[config.mk]
export PLATFORM = sky130hd
export DESIGN_NAME = return_stack_ctrl
export DESIGN_NICKNAME = d
export VERILOG_FILES = /design/src/rtl/rstack_pkg.sv /design/src/rtl/rstack_ram.sv /design/src/rtl/return_stack_ctrl.sv
export SDC_FILE = /design/constraint.sdc
export NUM_CORES = 1
export LEC_CHECK = 0
export ABC_AREA = 1
export CAP_MARGIN = 15
export CORE_MARGIN = 2
export CORE_UTILIZATION = 40
export DETAILED_ROUTE_END_ITERATION = 7
export REMOVE_ABC_BUFFERS = 1
export SLEW_MARGIN = 0
export SYNTH_ARGS = -nofsm -noshare
export SYNTH_HDL_FRONTEND = slang
export SYNTH_HIERARCHICAL = 1
export SYNTH_SLANG_ARGS = --single-unit
[constraint.sdc]
create_clock -name clk -period 2.9 [get_ports clk]
set_input_delay 0.87 -clock clk [delete_from_list [all_inputs] [get_ports clk]]
set_output_delay 0.87 -clock clk [all_outputs]
set_load 0.05 [all_outputs]
[src/rtl/rstack_pkg.sv]
`default_nettype none
// ============================================================================
// Module      : rstack_pkg
// Description : Shared defaults and op encoding for the return-address stack.
// Revision    : 1.0
// ============================================================================
package rstack_pkg;

    localparam int RSTACK_DEPTH_DEF  = 8;
    localparam int RSTACK_ADDR_W_DEF = 12;

    typedef enum logic [1:0] {
        RS_NOP     = 2'b00,
        RS_PUSH    = 2'b01,
        RS_POP     = 2'b10,
        RS_REPLACE = 2'b11
    } rstack_op_t;

endpackage
`default_nettype wire

[src/rtl/rstack_ram.sv]
`default_nettype none
// ============================================================================
// Module      : rstack_ram
// Description : DEPTH x ADDR_W register array, one synchronous write port and
//               one asynchronous read port, no reset.
// Revision    : 1.0
// ============================================================================
module rstack_ram
    import rstack_pkg::*;
#(
    parameter int DEPTH  = RSTACK_DEPTH_DEF,
    parameter int ADDR_W = RSTACK_ADDR_W_DEF
) (
    input  logic                     clk,
    input  logic                     i_we,
    input  logic [$clog2(DEPTH)-1:0] i_waddr,
    input  logic [ADDR_W-1:0]        i_wdata,
    input  logic [$clog2(DEPTH)-1:0] i_raddr,
    output logic [ADDR_W-1:0]        o_rdata
);

    logic [ADDR_W-1:0] r_mem [DEPTH];

    always_ff @(posedge clk) begin
        if (i_we) begin
            r_mem[i_waddr] <= i_wdata;
        end
    end

    assign o_rdata = r_mem[i_raddr];

endmodule
`default_nettype wire

[src/rtl/return_stack_ctrl.sv]
`default_nettype none
// ============================================================================
// Module      : return_stack_ctrl
// Description : Return-address stack for JSB/RET with occupancy and sticky
//               error flags. Macro RSTACK_WRAP_EN makes a push-when-full
//               overwrite the oldest entry instead of being dropped.
// Revision    : 1.0
// ============================================================================
module return_stack_ctrl
    import rstack_pkg::*;
#(
    parameter int DEPTH  = RSTACK_DEPTH_DEF,
    parameter int ADDR_W = RSTACK_ADDR_W_DEF
) (
    input  logic                       clk,
    input  logic                       reset,
    input  logic                       push,
    input  logic                       pop,
    input  logic                       stall,
    input  logic                       clear,
    input  logic [ADDR_W-1:0]          ret_addr_in,
    output logic [ADDR_W-1:0]          ret_addr_out,
    output logic [$clog2(DEPTH+1)-1:0] count,
    output logic                       empty,
    output logic                       full,
    output logic                       overflow,
    output logic                       underflow
);

    localparam int PTR_W = $clog2(DEPTH);
    localparam int CNT_W = $clog2(DEPTH+1);

    localparam logic [PTR_W-1:0] c_ptr_one = PTR_W'(1);
    localparam logic [CNT_W-1:0] c_cnt_one = CNT_W'(1);
    localparam logic [CNT_W-1:0] c_cnt_max = CNT_W'(DEPTH);

    logic [PTR_W-1:0]  r_wptr;
    logic [CNT_W-1:0]  r_count;
    logic              r_overflow;
    logic              r_underflow;

    logic [PTR_W-1:0]  w_wptr_nxt;
    logic [CNT_W-1:0]  w_count_nxt;
    logic              w_overflow_nxt;
    logic              w_underflow_nxt;
    logic              w_we;
    logic [PTR_W-1:0]  w_waddr;
    logic [PTR_W-1:0]  w_top;
    logic [ADDR_W-1:0] w_rdata;
    logic              w_empty;
    logic              w_full;
    rstack_op_t        w_op;

    assign w_empty = (r_count == '0);
    assign w_full  = (r_count == c_cnt_max);
    // Power-of-two depth makes the pointer arithmetic wrap for free.
    assign w_top   = r_wptr - c_ptr_one;

    always_comb begin
        w_op = RS_NOP;
        if (!clear && !stall) begin
            w_op = rstack_op_t'({pop, push});
        end
    end

    always_comb begin
        w_wptr_nxt      = r_wptr;
        w_count_nxt     = r_count;
        w_overflow_nxt  = r_overflow;
        w_underflow_nxt = r_underflow;
        w_we            = 1'b0;
        w_waddr         = r_wptr;

        if (clear) begin
            w_wptr_nxt      = '0;
            w_count_nxt     = '0;
            w_overflow_nxt  = 1'b0;
            w_underflow_nxt = 1'b0;
        end else begin
            case (w_op)
                RS_PUSH: begin
                    if (w_full) begin
                        w_overflow_nxt = 1'b1;
`ifdef RSTACK_WRAP_EN
                        w_we       = 1'b1;
                        w_wptr_nxt = r_wptr + c_ptr_one;
`endif
                    end else begin
                        w_we        = 1'b1;
                        w_wptr_nxt  = r_wptr + c_ptr_one;
                        w_count_nxt = r_count + c_cnt_one;
                    end
                end
                RS_POP: begin
                    if (w_empty) begin
                        w_underflow_nxt = 1'b1;
                    end else begin
                        w_wptr_nxt  = r_wptr - c_ptr_one;
                        w_count_nxt = r_count - c_cnt_one;
                    end
                end
                RS_REPLACE: begin
                    // An empty stack has no top to replace, so this acts as a push.
                    w_we = 1'b1;
                    if (w_empty) begin
                        w_wptr_nxt  = r_wptr + c_ptr_one;
                        w_count_nxt = c_cnt_one;
                    end else begin
                        w_waddr = w_top;
                    end
                end
                default: ;
            endcase
        end
    end

    always_ff @(posedge clk or posedge reset) begin
        if (reset) begin
            r_wptr      <= '0;
            r_count     <= '0;
            r_overflow  <= 1'b0;
            r_underflow <= 1'b0;
        end else begin
            r_wptr      <= w_wptr_nxt;
            r_count     <= w_count_nxt;
            r_overflow  <= w_overflow_nxt;
            r_underflow <= w_underflow_nxt;
        end
    end

    rstack_ram #(
        .DEPTH  (DEPTH),
        .ADDR_W (ADDR_W)
    ) u_ram (
        .clk     (clk),
        .i_we    (w_we),
        .i_waddr (w_waddr),
        .i_wdata (ret_addr_in),
        .i_raddr (w_top),
        .o_rdata (w_rdata)
    );

    assign ret_addr_out = w_empty ? '0 : w_rdata;
    assign count        = r_count;
    assign empty        = w_empty;
    assign full         = w_full;
    assign overflow     = r_overflow;
    assign underflow    = r_underflow;

endmodule
`default_nettype wire

==> impl_metrics.csv, run 1 <==
group,metric,value,unit
global_routing,antenna_found_initial,0,
final_layout,fin_util,50.3,%
power_and_ir_drop,leakage,0.00291,uW
clocking,cts_buffer_depth,2,
final_layout,final.fill_count,1157,
die,initial_core_util,40.9,%
drt,post-route-drc-count,0,
logic_synthesis,muxShareOfSynthArea,0.292,%
sta,fmax,338,MHz
global_routing,grt_max_degree,51,
sta,grt_setup_unrepaired,"true",
drt,firstDrtPassIters,4,
setup_path,cpPeakStageDelay,0.40,ns
setup_path,crit_type,"reg -> out",
sta,hold_viol_final,0,
global_routing,grt_first_pass_wirelength,17.9,mm
sta,worst_clock_skew,0.00629,ns
drt,wl_per_cell,13.7,microns
die,rows,41,
clocking,h-tree-depth,3,
run,maxCapViolations,0,
logic_synthesis,synthCells,563,
power_and_ir_drop,power.density,787,mW/mm^2
logic_synthesis,seq_area_frac_synth,60.4,%
setup_path,worstPathRequired,2.03,ns
clocking,clkSinkCount,105,
global_routing,grt_usage,16.8,%
drt,ant_nets,0,
setup_path,worst_setup_path_start_kind,"flop",
sta,fin_crit_sh,102,%
logic_synthesis,synth-seq-cells,105,
placed_design,hpwl,7.31,mm
drt,drtIter0Drc,238,
drt,vias,3577,
final_layout,antenna_cells,0,
clocking,cts-root-buf,"clkbuf_16",
clocking,cts_tree,"yes",
global_routing,grt_pass1_vias,3524,
logic_synthesis,yosysWarnings,6,
die,ioPinCount,38,
sta,setup_ws,-0.0597,ns
clocking,cts_made_buffers,9,
logic_synthesis,synth-xor-area-share,0.852,%
die,die_h,117,microns
final_layout,drive_above_1_share,18.4,%
logic_synthesis,syn_avg_cell_area,9.13,sq um
drt,viasPerCell,4.46,
clocking,clk-insertion-delay-late,0.35,ns
clocking,cts.clk_slew.worst_paths,0.07,ns
sta,slew_headroom,66.4,%
final_layout,design_area,0.00632,sq mm
hold_path,worstHoldPathType,"reg -> reg",
die,fp.coreArea,0.0126,sq mm
setup_path,slowest_stage,"dfrtp_1",
logic_synthesis,yosys.area_share.simple,24.4,%
placed_design,place.gp.congestion,0.802,
sta,tightest_slew,0.503,ns
final_layout,nets,647,
sta,min_period,2.96,ns
setup_path,path_cells,"inv_2 -> ha_4 -> clkinvlp_4 -> buf_8 -> buf_12 -> nand3_1 -> nand2_1 -> nand2_1 -> nand2_1 -> inv_1 -> nor2_1 -> buf_6",
power_and_ir_drop,ir_drop,0.000324,V
sta,setup_viol,12,
final_layout,area_delta_synth_final,23.0,%
die,die_w,117,microns
setup_path,crit_arrival,2.09,ns
die,die_area,0.0138,sq mm
placed_design,numPortBuffers,37,
logic_synthesis,synth_top_family_by_area,"simple AND/OR/NAND/NOR gates",
placed_design,place_ws,-0.00292,ns
sta,hold_ws,0.496,ns
global_routing,grt_overflow,0,
logic_synthesis,synth_area,0.00514,sq mm
setup_path,crit_top_cell,"nand2_1",
sta,maxSlewViolCount,0,
setup_path,cp-end-kind,"output pin",
outcome,violations,"negative setup slack",
logic_synthesis,synth_compound_area_share,1.12,%
outcome,status,"finished with violations",
placed_design,place_area,0.00583,sq mm
logic_synthesis,yosys.cell_types.count,30,
drt,wl,11.0,mm
logic_synthesis,synth-adder-area-share,0.973,%
setup_path,path_max_fanout,9,
clocking,postCtsHoldBufs,0,
## critical path: cells and delay by family, from the launching register on
| kind | cells | cell delay, ns |
|---|---|---|
| flip-flops | 1 | 0.40 |
| AND/OR/NAND/NOR | 5 | 0.40 |
| adder cells (fa/ha/maj) | 1 | 0.21 |
| buffers and inverters | 6 | 0.72 |
## cell usage in the layout, fill, tap and decap left out, types with 14 or more instances in the layout
master and instances:
buf_4 25, buf_6 14, clkdlybuf4s50_1 23, clkinv_1 20, edfxtp_1 96, inv_1 97
inv_2 17, nand2_1 191, nand3_1 45, nor2_1 15
## final cells by class
| cell class | instances | area, sq um | area share (%) |
|---|---|---|---|
| multi-input combinational | 303 | 1490 | 23.5 |
| clock buffer | 9 | 225 | 3.56 |
| inverter | 137 | 523 | 8.27 |
| clock inverter | 7 | 63.8 | 1.01 |
| timing repair buffer | 69 | 703 | 11.1 |
| sequential | 105 | 3110 | 49.1 |
| tap | 172 | 215 | 3.40 |
## cells by family after synthesis
group / Yosys count
AND/OR/NAND/NOR: 284
adder cells (fa/ha/maj): 4
XOR/XNOR: 5
AO/OA/AOI/OAI: 9
multiplexers: 1
buffers and inverters: 155
flip-flops: 105
## per-stage QoR
step	total power, uW	setup TNS, ns	instances
3_5_place_dp	3580	-0.0385	782
5_1_grt	5250	-2.01	802
6_report	4980	-0.398	802
3_3_place_gp	3570	0	782
2_1_floorplan	2940	-40.77	545
4_1_cts	4900	-0.764	800
## registers in the layout, indices dropped and copies added (netlist names)
register	count
count	4
underflow	1
u_ram/r_mem	96
r_wptr	3
overflow	1
## layer usage
metal / routed length [microns] / vias to the layer above / global-route usage, %
li1: - / 1844 / -
met1: 4900 / 1635 / 20.8
met2: 5240 / 71 / 28.4
met3: 483 / 27 / 4.09
met4: 331 / 0 / 6.63
met5: 0 / - / 0
## worst paths after layout
check                           from                  to  slack (ns)  cells past startpoint
setup / recovery           r_wptr[0]     ret_addr_out[9]       -0.06                     12
hold / removal              overflow            overflow        0.50                      2
setup reg to reg           r_wptr[0]  u_ram/r_mem[6][10]        0.85                      8
hold reg to reg             overflow            overflow        0.50                      2
max in group asynchronous      reset            count[3]        1.84                      2
min in group asynchronous      reset            overflow        0.79                      2
## power by group
part	switching (uW)	total, uW	internal [uW]
clock network	568	1170	599
logic	1320	2080	765
registers	32.3	1730	1700
## cells in the mapped netlist (all sizes together)
| library cell | n | share of area (%) |
|---|---|---|
| nand2 | 198 | 15 |
| inv | 117 | 8.5 |
| edfxtp | 96 | 56 |
| nand3 | 55 | 6.0 |
| nor2 | 27 | 2.4 |
| clkinv | 20 | 1.5 |
| buf | 15 | 1.7 |
| dfrtp | 9 | 4.4 |
| o21ai | 6 | 0.73 |
| xor2 | 5 | 0.85 |
| ha | 4 | 0.97 |
| clkbuf | 3 | 0.22 |
| nand4 | 2 | 0.54 |
| o211ai | 2 | 0.29 |
| a21oi | 1 | 0.097 |
| and2 | 1 | 0.17 |
| mux2 | 1 | 0.29 |
| nand3b | 1 | 0.15 |
## what timing repair did
| item | 4_1_cts | 5_1_grt |
|---|---|---|
| endpoints found under the setup margin | 12 | 13 |
| setup buffers | 2 | 1 |
| gates cloned | 0 | 1 |
| gates resized for setup | 24 | 20 |
| pin swaps | 0 | 4 |
Note: power is estimated with default switching activity, not from simulation.
==> run 2, diff against run 1 <==
==> constraint.sdc (replaced) <==
create_clock -name clk -period 2.9 [get_ports clk]
set_input_delay 0.29 -clock clk [delete_from_list [all_inputs] [get_ports clk]]
set_output_delay 0.29 -clock clk [all_outputs]
set_load 0.05 [all_outputs]
==> run 2 against run 1 <==
Compared with the run above:
- cell count is 1.5% lower
- clock power hardly changed
- global-route usage is 0.62 points higher
- setup slack better by 0.29 ns
- final area is 4.6% lower
- combinational power is 16% lower
- sequential power hardly changed
- sequential share of layout area is 2.4 points higher
- via count is 0.75% higher
- the run now ends clean
- first-iteration DRC count is 20% higher
==> impl_metrics.csv, run 2 (synthesis gave the netlist of run 1 again) <==
group,metric,value,unit
setup_path,cp-end-kind,"output pin",
final_layout,antenna_cells,0,
global_routing,grt_overflow,0,
setup_path,timing.rr.start,"r_wptr[0]",
drt,firstDrtPassIters,4,
placed_design,hpwl,7.71,mm
clocking,post_cts_buffers,0,
clocking,postCtsHoldBufs,0,
clocking,h-tree-depth,3,
global_routing,grt_max_degree,32,
sta,hold_viol_final,0,
final_layout,design_area,0.00603,sq mm
sta,hold_ws,0.205,ns
setup_path,worst_setup_path_start_kind,"flop",
clocking,cts_resized,0,
setup_path,path_max_fanout,24,
final_layout,regMostFlops,"u_ram/r_mem",
clocking,cts_buffer_depth,2,
sta,min_period,2.67,ns
final_layout,largest_reg_flops,96,
drt,dr_wl_met3,732,microns
sta,fin_crit_sh,92.0,%
sta,maxSlewViolCount,0,
setup_path,crit_arrival,2.38,ns
die,fp.coreArea,0.0126,sq mm
final_layout,final_common_cell,"nand2_1",
placed_design,numPortBuffers,37,
die,die_h,117,microns
sta,fmax,375,MHz
hold_path,worstHoldPathType,"in -> async",
global_routing,grt_pass1_vias,3436,
die,initial_core_util,40.9,%
clocking,cts_made_buffers,9,
drt,ant_nets,0,
sta,slew_headroom,66.2,%
drt,top_layer,"met4",
drt,vias,3604,
die,die_w,117,microns
final_layout,area_delta_synth_final,17.3,%
clocking,clk-insertion-delay-late,0.35,ns
setup_path,crit_type,"reg -> out",
power_and_ir_drop,ir_drop,0.000311,V
clocking,cts_tree,"yes",
die,die_area,0.0138,sq mm
final_layout,nets,636,
power_and_ir_drop,power.density,771,mW/mm^2
drt,wl,11.3,mm
drt,viasPerCell,4.56,
placed_design,place_area,0.00576,sq mm
final_layout,drive_above_1_share,12.9,%
drt,drtIter0Drc,285,
sta,worst_clock_skew,0.00594,ns
placed_design,place.gp.congestion,0.794,
global_routing,antenna_found_initial,0,
drt,met1_length,5.33,mm
outcome,status,"finished, final reports clean",
power_and_ir_drop,leakage,0.00279,uW
drt,post-route-drc-count,0,
die,ioPinCount,38,
final_layout,layout_common_cells,"nand2_1, inv_1, edfxtp_1",
run,maxCapViolations,0,
die,rows,41,
setup_path,worstPathRequired,2.61,ns
setup_path,crit_start,"r_wptr[0]",
global_routing,grt_usage,17.4,%
clocking,cts-root-buf,"clkbuf_16",
global_routing,grt_first_pass_wirelength,18.4,mm
sta,grt_setup_unrepaired,"false",
clocking,clkSinkCount,105,
sta,tightest_slew,0.506,ns
clocking,cts.clk_slew.worst_paths,0.06,ns
sta,setup_viol,0,
drt,wl_per_cell,14.3,microns
drt,dr_wl_met2,5.10,mm
==> run 2: cell types whose count changed in the layout (fill, tap and decap cells not counted), moves of 4 or more <==
cell,before,now
nand3_1,45,51
inv_1,97,101
buf_6,14,0
nor2_1,15,23
nand3_2,8,2
buf_4,25,33
nor2_2,10,2
==> run 2: critical path: stages, from the launching register on <==
cell,delay [ns]
dfrtp_1,0.39
inv_1,0.09
ha_1,0.32
inv_1,0.08
inv_2,0.34
nand3_1,0.17
nand2_1,0.09
nand2_1,0.05
nand2_1,0.06
inv_1,0.04
nor2_1,0.16
buf_4,0.23
==> run 2: where the power goes <==
group | internal, uW | switching [uW] | total (uW)
clock | 655 | 508 | 1160
sequential | 1700 | 34.8 | 1730
combinational | 531 | 1220 | 1750
==> run 2: worst paths after layout <==
kind / endpoint / slack [ns] / cells after the start
min in group clk: overflow / 0.50 / 2
worst min-delay path: underflow / 0.20 / 2
max in group asynchronous: count[2] / 2.43 / 2
worst min register to register: overflow / 0.50 / 2
worst max-delay path: ret_addr_out[11] / 0.23 / 11
worst max register to register: u_ram/r_mem[6][0] / 0.75 / 8
==> run 2: area by class of cell <==
| type | instances | area, sq um |
|---|---|---|
| fillers | 1221 | 6540 |
| flip-flops and latches | 105 | 3110 |
| multi-input cells | 303 | 1420 |
| inverters | 137 | 514 |
| repair buffers | 58 | 498 |
| clock buffers | 10 | 229 |
| well taps | 172 | 215 |
| clock inverters | 5 | 47.5 |
==> run 2: through the flow <==
stage	total power (uW)	cells	setup WS, ns	util, %	TNS [ns]
after global routing	4910	790	0.0734	48.0	0
final	4650	790	0.232	48.0	0
after CTS	4690	790	0.213	48.0	0
after floorplan	2940	545	-0.446	-	-33.81
after global placement	3520	775	0.544	45.8	0
after detailed placement	3520	775	0.493	45.8	0
==> run 2: routing by layer <==
metal	vias to the layer above	track usage (%)
met1	1679	24.0
met2	93	26.4
met5	-	0
met4	0	5.80
met3	11	5.35
li1	1821	-
